--- src/rtl/lsu_mem_ctrl_if.sv ---
// Bundle of the core-side request/response signals and the memory-side bus
// of the load/store unit memory controller.
//   Core side   : i_req, i_we, i_addr, i_wdata, i_size, i_unsigned -> controller
//                 o_ready, o_rsp_valid, o_rdata                     <- controller
//   Memory side : o_mem_req, o_mem_we, o_mem_addr, o_mem_wdata, o_mem_be <- controller
//                 i_mem_ack, i_mem_rdata                                 -> controller
// modport slave  : the controller's view.
// modport master : the environment's view (core requester + memory).
interface lsu_mem_ctrl_if;
  logic        i_req;
  logic        i_we;
  logic [31:0] i_addr;
  logic [31:0] i_wdata;
  logic [1:0]  i_size;
  logic        i_unsigned;
  logic        o_ready;
  logic        o_rsp_valid;
  logic [31:0] o_rdata;
  logic        o_mem_req;
  logic        o_mem_we;
  logic [31:0] o_mem_addr;
  logic [31:0] o_mem_wdata;
  logic [3:0]  o_mem_be;
  logic        i_mem_ack;
  logic [31:0] i_mem_rdata;

  modport slave (
    input  i_req, i_we, i_addr, i_wdata, i_size, i_unsigned, i_mem_ack, i_mem_rdata,
    output o_ready, o_rsp_valid, o_rdata,
           o_mem_req, o_mem_we, o_mem_addr, o_mem_wdata, o_mem_be
  );

  modport master (
    output i_req, i_we, i_addr, i_wdata, i_size, i_unsigned, i_mem_ack, i_mem_rdata,
    input  o_ready, o_rsp_valid, o_rdata,
           o_mem_req, o_mem_we, o_mem_addr, o_mem_wdata, o_mem_be
  );
endinterface

--- src/rtl/lsu_mem_ctrl.sv ---
// Load/store unit memory controller. Accepts one byte/half/word access from
// the core, turns it into one or two word-aligned memory bus accesses (two
// when the access crosses a word boundary), and returns a sign- or
// zero-extended load result with a single-cycle response pulse.
// Ports:
//   i_clk   : clock, rising edge.
//   i_rst_n : asynchronous active-low reset.
//   bus     : lsu_mem_ctrl_if.slave -- core request/response and memory bus.
module lsu_mem_ctrl (
  input  logic           i_clk,
  input  logic           i_rst_n,
  lsu_mem_ctrl_if.slave  bus
);

  typedef enum logic [1:0] {IDLE, ACC0, ACC1, RESP} state_t;

  state_t      state_q, state_d;

  logic        we_q;
  logic        uns_q;
  logic [1:0]  size_q;
  logic [31:0] addr_q;
  logic [31:0] wdata_q;
  logic [31:0] lo_q;
  logic [31:0] rdata_q;

  logic        split;
  logic [7:0]  be_wide;
  logic [3:0]  be_acc0;
  logic [3:0]  be_acc1;
  logic [31:0] wdata_acc0;
  logic [31:0] wdata_acc1;
  logic        fin;
  logic [63:0] fin_pair;

  function automatic logic [3:0] size_mask(input logic [1:0] sz);
    case (sz)
      2'b00:   return 4'b0001;
      2'b01:   return 4'b0011;
      default: return 4'b1111;
    endcase
  endfunction

  function automatic logic [2:0] size_bytes(input logic [1:0] sz);
    case (sz)
      2'b00:   return 3'd1;
      2'b01:   return 3'd2;
      default: return 3'd4;
    endcase
  endfunction

  // Align the {high,low} word pair down to the addressed byte, then extend
  // the kept 8/16/32 bits.
  function automatic logic [31:0] load_extend(input logic [63:0] pair,
                                              input logic [1:0]  off,
                                              input logic [1:0]  sz,
                                              input logic        uns);
    logic        [31:0] w;
    logic signed [7:0]  b;
    logic signed [15:0] h;
    w = pair[{off, 3'b000} +: 32];
    b = w[7:0];
    h = w[15:0];
    case (sz)
      2'b00:   return uns ? {24'h0, b} : {{24{b[7]}}, b};
      2'b01:   return uns ? {16'h0, h} : {{16{h[15]}}, h};
      default: return w;
    endcase
  endfunction

  assign split      = ({1'b0, addr_q[1:0]} + size_bytes(size_q)) > 3'd4;
  assign be_wide    = {4'b0000, size_mask(size_q)} << addr_q[1:0];
  assign be_acc0    = be_wide[3:0];
  assign be_acc1    = size_mask(size_q) >> (3'd4 - {1'b0, addr_q[1:0]});
  assign wdata_acc0 = wdata_q << {addr_q[1:0], 3'b000};
  assign wdata_acc1 = wdata_q >> (6'd32 - {1'b0, addr_q[1:0], 3'b000});

  // ---- state register ----
  always_ff @(posedge i_clk or negedge i_rst_n) begin
    if (!i_rst_n) state_q <= IDLE;
    else          state_q <= state_d;
  end

  // ---- next state and bus outputs ----
  always_comb begin
    state_d         = state_q;
    bus.o_ready     = 1'b0;
    bus.o_rsp_valid = 1'b0;
    bus.o_mem_req   = 1'b0;
    bus.o_mem_we    = 1'b0;
    bus.o_mem_addr  = 32'h0;
    bus.o_mem_be    = 4'b0000;
    bus.o_mem_wdata = 32'h0;
    case (state_q)
      IDLE: begin
        bus.o_ready = 1'b1;
        if (bus.i_req) state_d = ACC0;
      end
      ACC0: begin
        bus.o_mem_req   = 1'b1;
        bus.o_mem_we    = we_q;
        bus.o_mem_addr  = {addr_q[31:2], 2'b00};
        bus.o_mem_be    = be_acc0;
        bus.o_mem_wdata = wdata_acc0;
        if (bus.i_mem_ack) state_d = split ? ACC1 : RESP;
      end
      ACC1: begin
        bus.o_mem_req   = 1'b1;
        bus.o_mem_we    = we_q;
        bus.o_mem_addr  = {addr_q[31:2], 2'b00} + 32'd4;
        bus.o_mem_be    = be_acc1;
        bus.o_mem_wdata = wdata_acc1;
        if (bus.i_mem_ack) state_d = RESP;
      end
      RESP: begin
        bus.o_rsp_valid = 1'b1;
        state_d         = IDLE;
      end
      default: state_d = IDLE;
    endcase
  end

  // Final ack of the access: assemble the word pair seen on the bus.
  always_comb begin
    fin      = 1'b0;
    fin_pair = 64'h0;
    if (state_q == ACC0 && bus.i_mem_ack && !split) begin
      fin      = 1'b1;
      fin_pair = {32'h0, bus.i_mem_rdata};
    end else if (state_q == ACC1 && bus.i_mem_ack) begin
      fin      = 1'b1;
      fin_pair = {bus.i_mem_rdata, lo_q};
    end
  end

  // ---- request capture and low-word capture ----
  // Only qualified by state, so these hold no reset; the bus outputs are
  // gated to zero whenever they are not in use.
  always_ff @(posedge i_clk) begin
    if (state_q == IDLE && bus.i_req) begin
      we_q    <= bus.i_we;
      addr_q  <= bus.i_addr;
      wdata_q <= bus.i_wdata;
      size_q  <= bus.i_size;
      uns_q   <= bus.i_unsigned;
    end
    if (state_q == ACC0 && bus.i_mem_ack) lo_q <= bus.i_mem_rdata;
  end

  // ---- response data ----
  always_ff @(posedge i_clk or negedge i_rst_n) begin
    if (!i_rst_n)  rdata_q <= 32'h0;
    else if (fin)  rdata_q <= we_q ? 32'h0
                                   : load_extend(fin_pair, addr_q[1:0], size_q, uns_q);
  end

  assign bus.o_rdata = rdata_q;

endmodule

--- src/flat_wrapper.sv ---
// flat-port wrapper written by rule: the top's interface ports become plain ports
module lsu_mem_ctrl_flat 
  (i_clk, i_rst_n, bus_i_req, bus_i_we, bus_i_addr, bus_i_wdata, bus_i_size, bus_i_unsigned, bus_i_mem_ack, bus_i_mem_rdata, bus_o_ready, bus_o_rsp_valid, bus_o_rdata, bus_o_mem_req, bus_o_mem_we, bus_o_mem_addr, bus_o_mem_wdata, bus_o_mem_be);
  lsu_mem_ctrl_if bus_i ();
  input  logic i_clk;
  input  logic i_rst_n;
  input wire logic [$bits(bus_i.i_req)-1:0] bus_i_req;
  input wire logic [$bits(bus_i.i_we)-1:0] bus_i_we;
  input wire logic [$bits(bus_i.i_addr)-1:0] bus_i_addr;
  input wire logic [$bits(bus_i.i_wdata)-1:0] bus_i_wdata;
  input wire logic [$bits(bus_i.i_size)-1:0] bus_i_size;
  input wire logic [$bits(bus_i.i_unsigned)-1:0] bus_i_unsigned;
  input wire logic [$bits(bus_i.i_mem_ack)-1:0] bus_i_mem_ack;
  input wire logic [$bits(bus_i.i_mem_rdata)-1:0] bus_i_mem_rdata;
  output wire logic [$bits(bus_i.o_ready)-1:0] bus_o_ready;
  output wire logic [$bits(bus_i.o_rsp_valid)-1:0] bus_o_rsp_valid;
  output wire logic [$bits(bus_i.o_rdata)-1:0] bus_o_rdata;
  output wire logic [$bits(bus_i.o_mem_req)-1:0] bus_o_mem_req;
  output wire logic [$bits(bus_i.o_mem_we)-1:0] bus_o_mem_we;
  output wire logic [$bits(bus_i.o_mem_addr)-1:0] bus_o_mem_addr;
  output wire logic [$bits(bus_i.o_mem_wdata)-1:0] bus_o_mem_wdata;
  output wire logic [$bits(bus_i.o_mem_be)-1:0] bus_o_mem_be;
  assign bus_i.i_req = bus_i_req;
  assign bus_i.i_we = bus_i_we;
  assign bus_i.i_addr = bus_i_addr;
  assign bus_i.i_wdata = bus_i_wdata;
  assign bus_i.i_size = bus_i_size;
  assign bus_i.i_unsigned = bus_i_unsigned;
  assign bus_i.i_mem_ack = bus_i_mem_ack;
  assign bus_i.i_mem_rdata = bus_i_mem_rdata;
  assign bus_o_ready = bus_i.o_ready;
  assign bus_o_rsp_valid = bus_i.o_rsp_valid;
  assign bus_o_rdata = bus_i.o_rdata;
  assign bus_o_mem_req = bus_i.o_mem_req;
  assign bus_o_mem_we = bus_i.o_mem_we;
  assign bus_o_mem_addr = bus_i.o_mem_addr;
  assign bus_o_mem_wdata = bus_i.o_mem_wdata;
  assign bus_o_mem_be = bus_i.o_mem_be;
  lsu_mem_ctrl u_core (.i_clk(i_clk), .i_rst_n(i_rst_n), .bus(bus_i));
endmodule
--- config.mk ---
export PLATFORM = sky130hd
export DESIGN_NAME = lsu_mem_ctrl_flat
export DESIGN_NICKNAME = d
export VERILOG_FILES = /design/src/rtl/lsu_mem_ctrl_if.sv /design/src/rtl/lsu_mem_ctrl.sv /design/src/flat_wrapper.sv
export SDC_FILE = /design/constraint.sdc
export NUM_CORES = 1
export LEC_CHECK = 0
export CAP_MARGIN = 10
export CORE_MARGIN = 2
export CORE_UTILIZATION = 50
export DETAILED_ROUTE_END_ITERATION = 6
export PLACE_DENSITY = 0.81
export RECOVER_POWER = 50
export SYNTH_ARGS = -nofsm -noshare
export SYNTH_HDL_FRONTEND = slang
export SYNTH_SLANG_ARGS = --single-unit
--- constraint.sdc ---
create_clock -name i_clk -period 4.55 [get_ports i_clk]
set_clock_uncertainty 0.1 [all_clocks]
set_input_delay 0.91 -clock i_clk [delete_from_list [all_inputs] [get_ports i_clk]]
set_output_delay 0.91 -clock i_clk [all_outputs]
set_load 0.005 [all_outputs]
==> report_table.html <==
<table>
<tr><th>Metric</th><th>Value</th></tr>
<tr><th colspan="2">Logic synthesis</th></tr>
<tr><td>Yosys cell types</td><td>63</td></tr>
<tr><td>Synthesis warning total</td><td>0</td></tr>
<tr><td>Cell Area, Synth</td><td>8270 um^2</td></tr>
<tr><td>Number of instances in the synthesized netlist</td><td>840</td></tr>
<tr><td>Post-synth top flop</td><td>edfxtp_1</td></tr>
<tr><td>Seq/Total Area, Yosys</td><td>46.6%</td></tr>
<tr><td>Number of flip-flops and latches in the synthesized netlist</td><td>134</td></tr>
<tr><td>Avg Inst Size Synth</td><td>9.85 um^2</td></tr>
<tr><td>Area share of the largest cell type after synthesis</td><td>36.3%</td></tr>
<tr><td>Top post-synthesis cells by area</td><td>edfxtp_1 (36%), dfrtp_1 (10%), mux2i_1 (7.4%)</td></tr>
<tr><td>Number of flops mapped to enable cells by yosys</td><td>100</td></tr>
<tr><td>Largest area contributor in the synthesized netlist</td><td>edfxtp_1</td></tr>
<tr><td>Ys async rst share</td><td>25.4%</td></tr>
<tr><th colspan="2">Worst setup path</th></tr>
<tr><td>Data required, critical path</td><td>3.54 ns</td></tr>
<tr><td>Startpoint of the most critical setup path</td><td>u_core.addr_q[2]</td></tr>
<tr><td>Kind of cell with the highest combined delay on the critical path</td><td>simple AND/OR/NAND/NOR gates</td></tr>
<tr><td>RR Startpoint</td><td>u_core.addr_q[0]</td></tr>
<tr><td>Top fanout value on the critical path</td><td>8</td></tr>
<tr><td>Endpoint class of the critical path</td><td>primary output</td></tr>
<tr><td>Arr. time, crit path</td><td>3.19 ns</td></tr>
<tr><td>Type of the setup path with the least slack</td><td>flop to primary output</td></tr>
<tr><td>Largest incremental delay on the critical path</td><td>0.51 ns</td></tr>
<tr><td>Critical path startpoint category</td><td>flop</td></tr>
<tr><td>Cell-by-cell trace of the critical path</td><td>ha_1 -&gt; and3_1 -&gt; nand3_2 -&gt; nor3_1 -&gt; nand2_1 -&gt; or4_1 -&gt; nand3_1 -&gt; clkdlybuf4s50_1</td></tr>
<tr><td>Buf/Inv on CP</td><td>1</td></tr>
<tr><td>Cell with the largest stage delay on the worst path</td><td>clkdlybuf4s50_1</td></tr>
<tr><th colspan="2">Detailed routing</th></tr>
<tr><td>Pre-Repair DR Iteration Count</td><td>7</td></tr>
<tr><td>Number of nets with antenna violations after routing</td><td>0</td></tr>
<tr><td>Drt via density</td><td>6.10</td></tr>
<tr><td># DRC</td><td>2</td></tr>
<tr><td>Number of vias after detailed routing</td><td>7680</td></tr>
<tr><td>First-iteration detailed-routing DRC count</td><td>747</td></tr>
<tr><td>Detailed Route WL</td><td>24600 um</td></tr>
<tr><td>Detailed-route wire length per cell</td><td>19.5 um</td></tr>
<tr><th colspan="2">Final layout</th></tr>
<tr><td>Commonest cells after routing, fill and taps aside</td><td>dlygate4sd3_1 (122), nand2_1 (101), edfxtp_1 (100)</td></tr>
<tr><td>Post-layout net count</td><td>1138</td></tr>
<tr><td>Count of filler cells inserted in the layout</td><td>1307</td></tr>
<tr><td>Fraction of final layout cells sized beyond drive strength 1</td><td>7.23%</td></tr>
<tr><td>Layout Cells excl Fill</td><td>1259</td></tr>
<tr><td>Most common cell after layout, fill and taps aside</td><td>dlygate4sd3_1</td></tr>
<tr><td>Finished Core Util</td><td>67.8%</td></tr>
<tr><td>Post-layout instance area</td><td>11100 um^2</td></tr>
<tr><td>Syn-to-layout area delta</td><td>34.0%</td></tr>
<tr><th colspan="2">Worst hold path</th></tr>
<tr><td>Worst hold path class</td><td>flop to flop</td></tr>
<tr><td>Hold path startpoint</td><td>u_core.bus.o_rdata[25]</td></tr>
<tr><th colspan="2">Die</th></tr>
<tr><td>Die ar.</td><td>17600 um^2</td></tr>
<tr><td>Die outline width</td><td>133 um</td></tr>
<tr><td>Initial cell density of the core</td><td>50.6%</td></tr>
<tr><td>Top Ports</td><td>208</td></tr>
<tr><td>Area of the core</td><td>16300 um^2</td></tr>
<tr><td>Die height</td><td>133 um</td></tr>
<tr><td>Total number of placement rows</td><td>47</td></tr>
<tr><th colspan="2">GRT</th></tr>
<tr><td>Overall Global Routing Usage</td><td>27.7%</td></tr>
<tr><td>Global-route wire length before repair</td><td>38600 um</td></tr>
<tr><td>Number of antenna violations at the first check in global routing</td><td>2</td></tr>
<tr><td>Total grt overflow</td><td>0</td></tr>
<tr><td>Vias in the first global route</td><td>7255</td></tr>
<tr><td>Largest net degree at the start of global routing</td><td>73</td></tr>
<tr><th colspan="2">CTS</th></tr>
<tr><td>Cell at the root of the clock tree</td><td>clkbuf_16</td></tr>
<tr><td>Cts bufs inserted</td><td>17</td></tr>
<tr><td>Clock sink count</td><td>134</td></tr>
<tr><td>Total number of H-tree levels</td><td>4</td></tr>
<tr><td>Count of hold buffers inserted by post-cts repair</td><td>0</td></tr>
<tr><td>CTS tree</td><td>built</td></tr>
<tr><td>Post-CTS sizing</td><td>0</td></tr>
<tr><td>Worst-path clk slew</td><td>0.06 ns</td></tr>
<tr><td>Max Root-Sink Buffers</td><td>2</td></tr>
<tr><td>Buffers inserted by post-CTS timing repair</td><td>0</td></tr>
<tr><td>Clock network latency to the later pin of the worst-skew pair</td><td>0.43 ns</td></tr>
<tr><th colspan="2">STA</th></tr>
<tr><td>Normalized max-slew margin</td><td>-35.9%</td></tr>
<tr><td>Slew @ Worst Pin</td><td>2.04 ns</td></tr>
<tr><td>Count of final setup violators</td><td>0</td></tr>
<tr><td>Number of hold violations in the final report</td><td>0</td></tr>
<tr><td>Setup repair after global routing missed its margin</td><td>no</td></tr>
<tr><td>Final count of pins violating max slew</td><td>68</td></tr>
<tr><td>Total Negative Setup Slacks</td><td>0 ns</td></tr>
<tr><td>Minimum period implied by the final worst setup slack</td><td>4.20 ns</td></tr>
<tr><td>Final worst-path cycle share</td><td>92.2%</td></tr>
<tr><td>Achievable clock frequency</td><td>238 MHz</td></tr>
<tr><th colspan="2">Power</th></tr>
<tr><td>Leakage dissipation</td><td>4.08 nW</td></tr>
<tr><td>Worst IR drop on VDD</td><td>0.000325 V</td></tr>
<tr><td>Power Dens Cells</td><td>540 nW/um^2</td></tr>
<tr><th colspan="2">Placement</th></tr>
<tr><td>Number of port buffers</td><td>205</td></tr>
<tr><td>Placed cell areas</td><td>10500 um^2</td></tr>
<tr><td>Placed cell count</td><td>1225</td></tr>
<tr><td>Gpl congestion</td><td>0.900</td></tr>
<tr><td>Placed wire-length estimate</td><td>17000 um</td></tr>
<tr><th colspan="2">Status</th></tr>
<tr><td>Run status</td><td>finished with violations</td></tr>
<tr><td>Failing checks</td><td>DRC, capacitance limit, slew limit</td></tr>
<tr><th colspan="2">Run</th></tr>
<tr><td>Number of violations of the max-capacitance limit</td><td>2</td></tr>
</table>
[per-stage QoR]
| step | hold slack (ns) | setup slack, ns | power (mW) |
|---|---|---|---|
| detailed placement | 0.378 | 0.674 | 4.69 |
| finish | 0.381 | 0.355 | 5.98 |
| floorplan | 0.373 | 0.455 | 3.40 |
| CTS | 0.391 | 0.390 | 6.01 |
| global route | 0.420 | 0.142 | 6.31 |
| global placement | 0.371 | 0.765 | 4.66 |
[path summary, 6_finish.rpt]
path	endpoint	slack, ns	cells past startpoint
max	bus_o_mem_addr[28]	0.35	8
min	u_core.bus.o_rdata[25]	0.38	2
max in group asynchronous	u_core.state_q[1]	1.76	2
min reg2reg	u_core.bus.o_rdata[25]	0.38	2
min in group asynchronous	u_core.bus.o_rdata[28]	1.46	2
max reg2reg	u_core.bus.o_rdata[15]	0.60	12
[sequential cells by signal, summed over array words and instances, names as in the netlist]
register	count
u_core.addr_q	32
u_core.bus.o_rdata	32
u_core.lo_q	32
u_core.wdata_q	32
u_core.size_q	2
u_core.state_q	2
u_core.uns_q	1
u_core.we_q	1
[area by class of cell]
type                            count  area [um^2]  share of cell area, %
Multi-Input combinational cell    627         4090                   36.9
Sequential cell                   134         3850                   34.8
Timing Repair Buffer              230         2250                   20.3
Clock buffer                       18          429                   3.87
Tap cell                          220          275                   2.48
Clock inverter                     14          126                   1.14
Inverter                           14         52.6                  0.474
Antenna cell                        2         5.00                 0.0452
[cell families after synthesis]
kind of cell / after synthesis / share of synthesized area (%)
adder cells (fa/ha/maj): 10 / 1.60
AND/OR/NAND/NOR: 274 / 16.2
multiplexers: 71 / 8.74
flip-flops: 134 / 46.6
AO/OA/AOI/OAI: 253 / 20.6
other: 1 / 0.0453
XOR/XNOR: 17 / 1.98
buffers and inverters: 80 / 4.17
[Yosys cell counts (13+ instances only)]
cell type and instances:
o21ai_0 58, nand3_1 27, buf_2 15, mux2i_1 61
nand2_1 101, nor2b_1 38, clkbuf_1 35, and3_1 20
a21oi_1 31, dfrtp_1 34, a22oi_1 58, nor2_1 49
a22o_1 13, a21boi_0 16, inv_1 14, edfxtp_1 100
[worst reg2reg max path: cells and delay by family (launching register included)]
family	cells	cell delay, ns
buffers and inverters	4	1.22
adder cells (fa/ha/maj)	2	0.78
AO/OA/AOI/OAI	4	1.03
flip-flops	1	0.35
XOR/XNOR	1	0.30
AND/OR/NAND/NOR	1	0.07
[report_power, final]
part / internal (mW) / switching [mW] / leakage [nW]
clock network: 0.753 / 0.548 / 0.261
registers: 1.63 / 0.196 / 1.37
logic: 1.38 / 1.47 / 2.45
total: 3.76 / 2.22 / 4.08
[per-layer routing]
| metal | wire length, um | vias up | GRT usage, % | share of wire [%] |
|---|---|---|---|---|
| met3 | 2350 | 80 | 7.20 | 9.5 |
| met2 | 11700 | 493 | 44.6 | 48 |
| met1 | 9770 | 3605 | 36.1 | 40 |
| met4 | 758 | 0 | 10.7 | 3.1 |
| met5 | 0 | - | 0 | 0 |
| li1 | - | 3502 | - | - |
(Power assumes the default switching activity.)
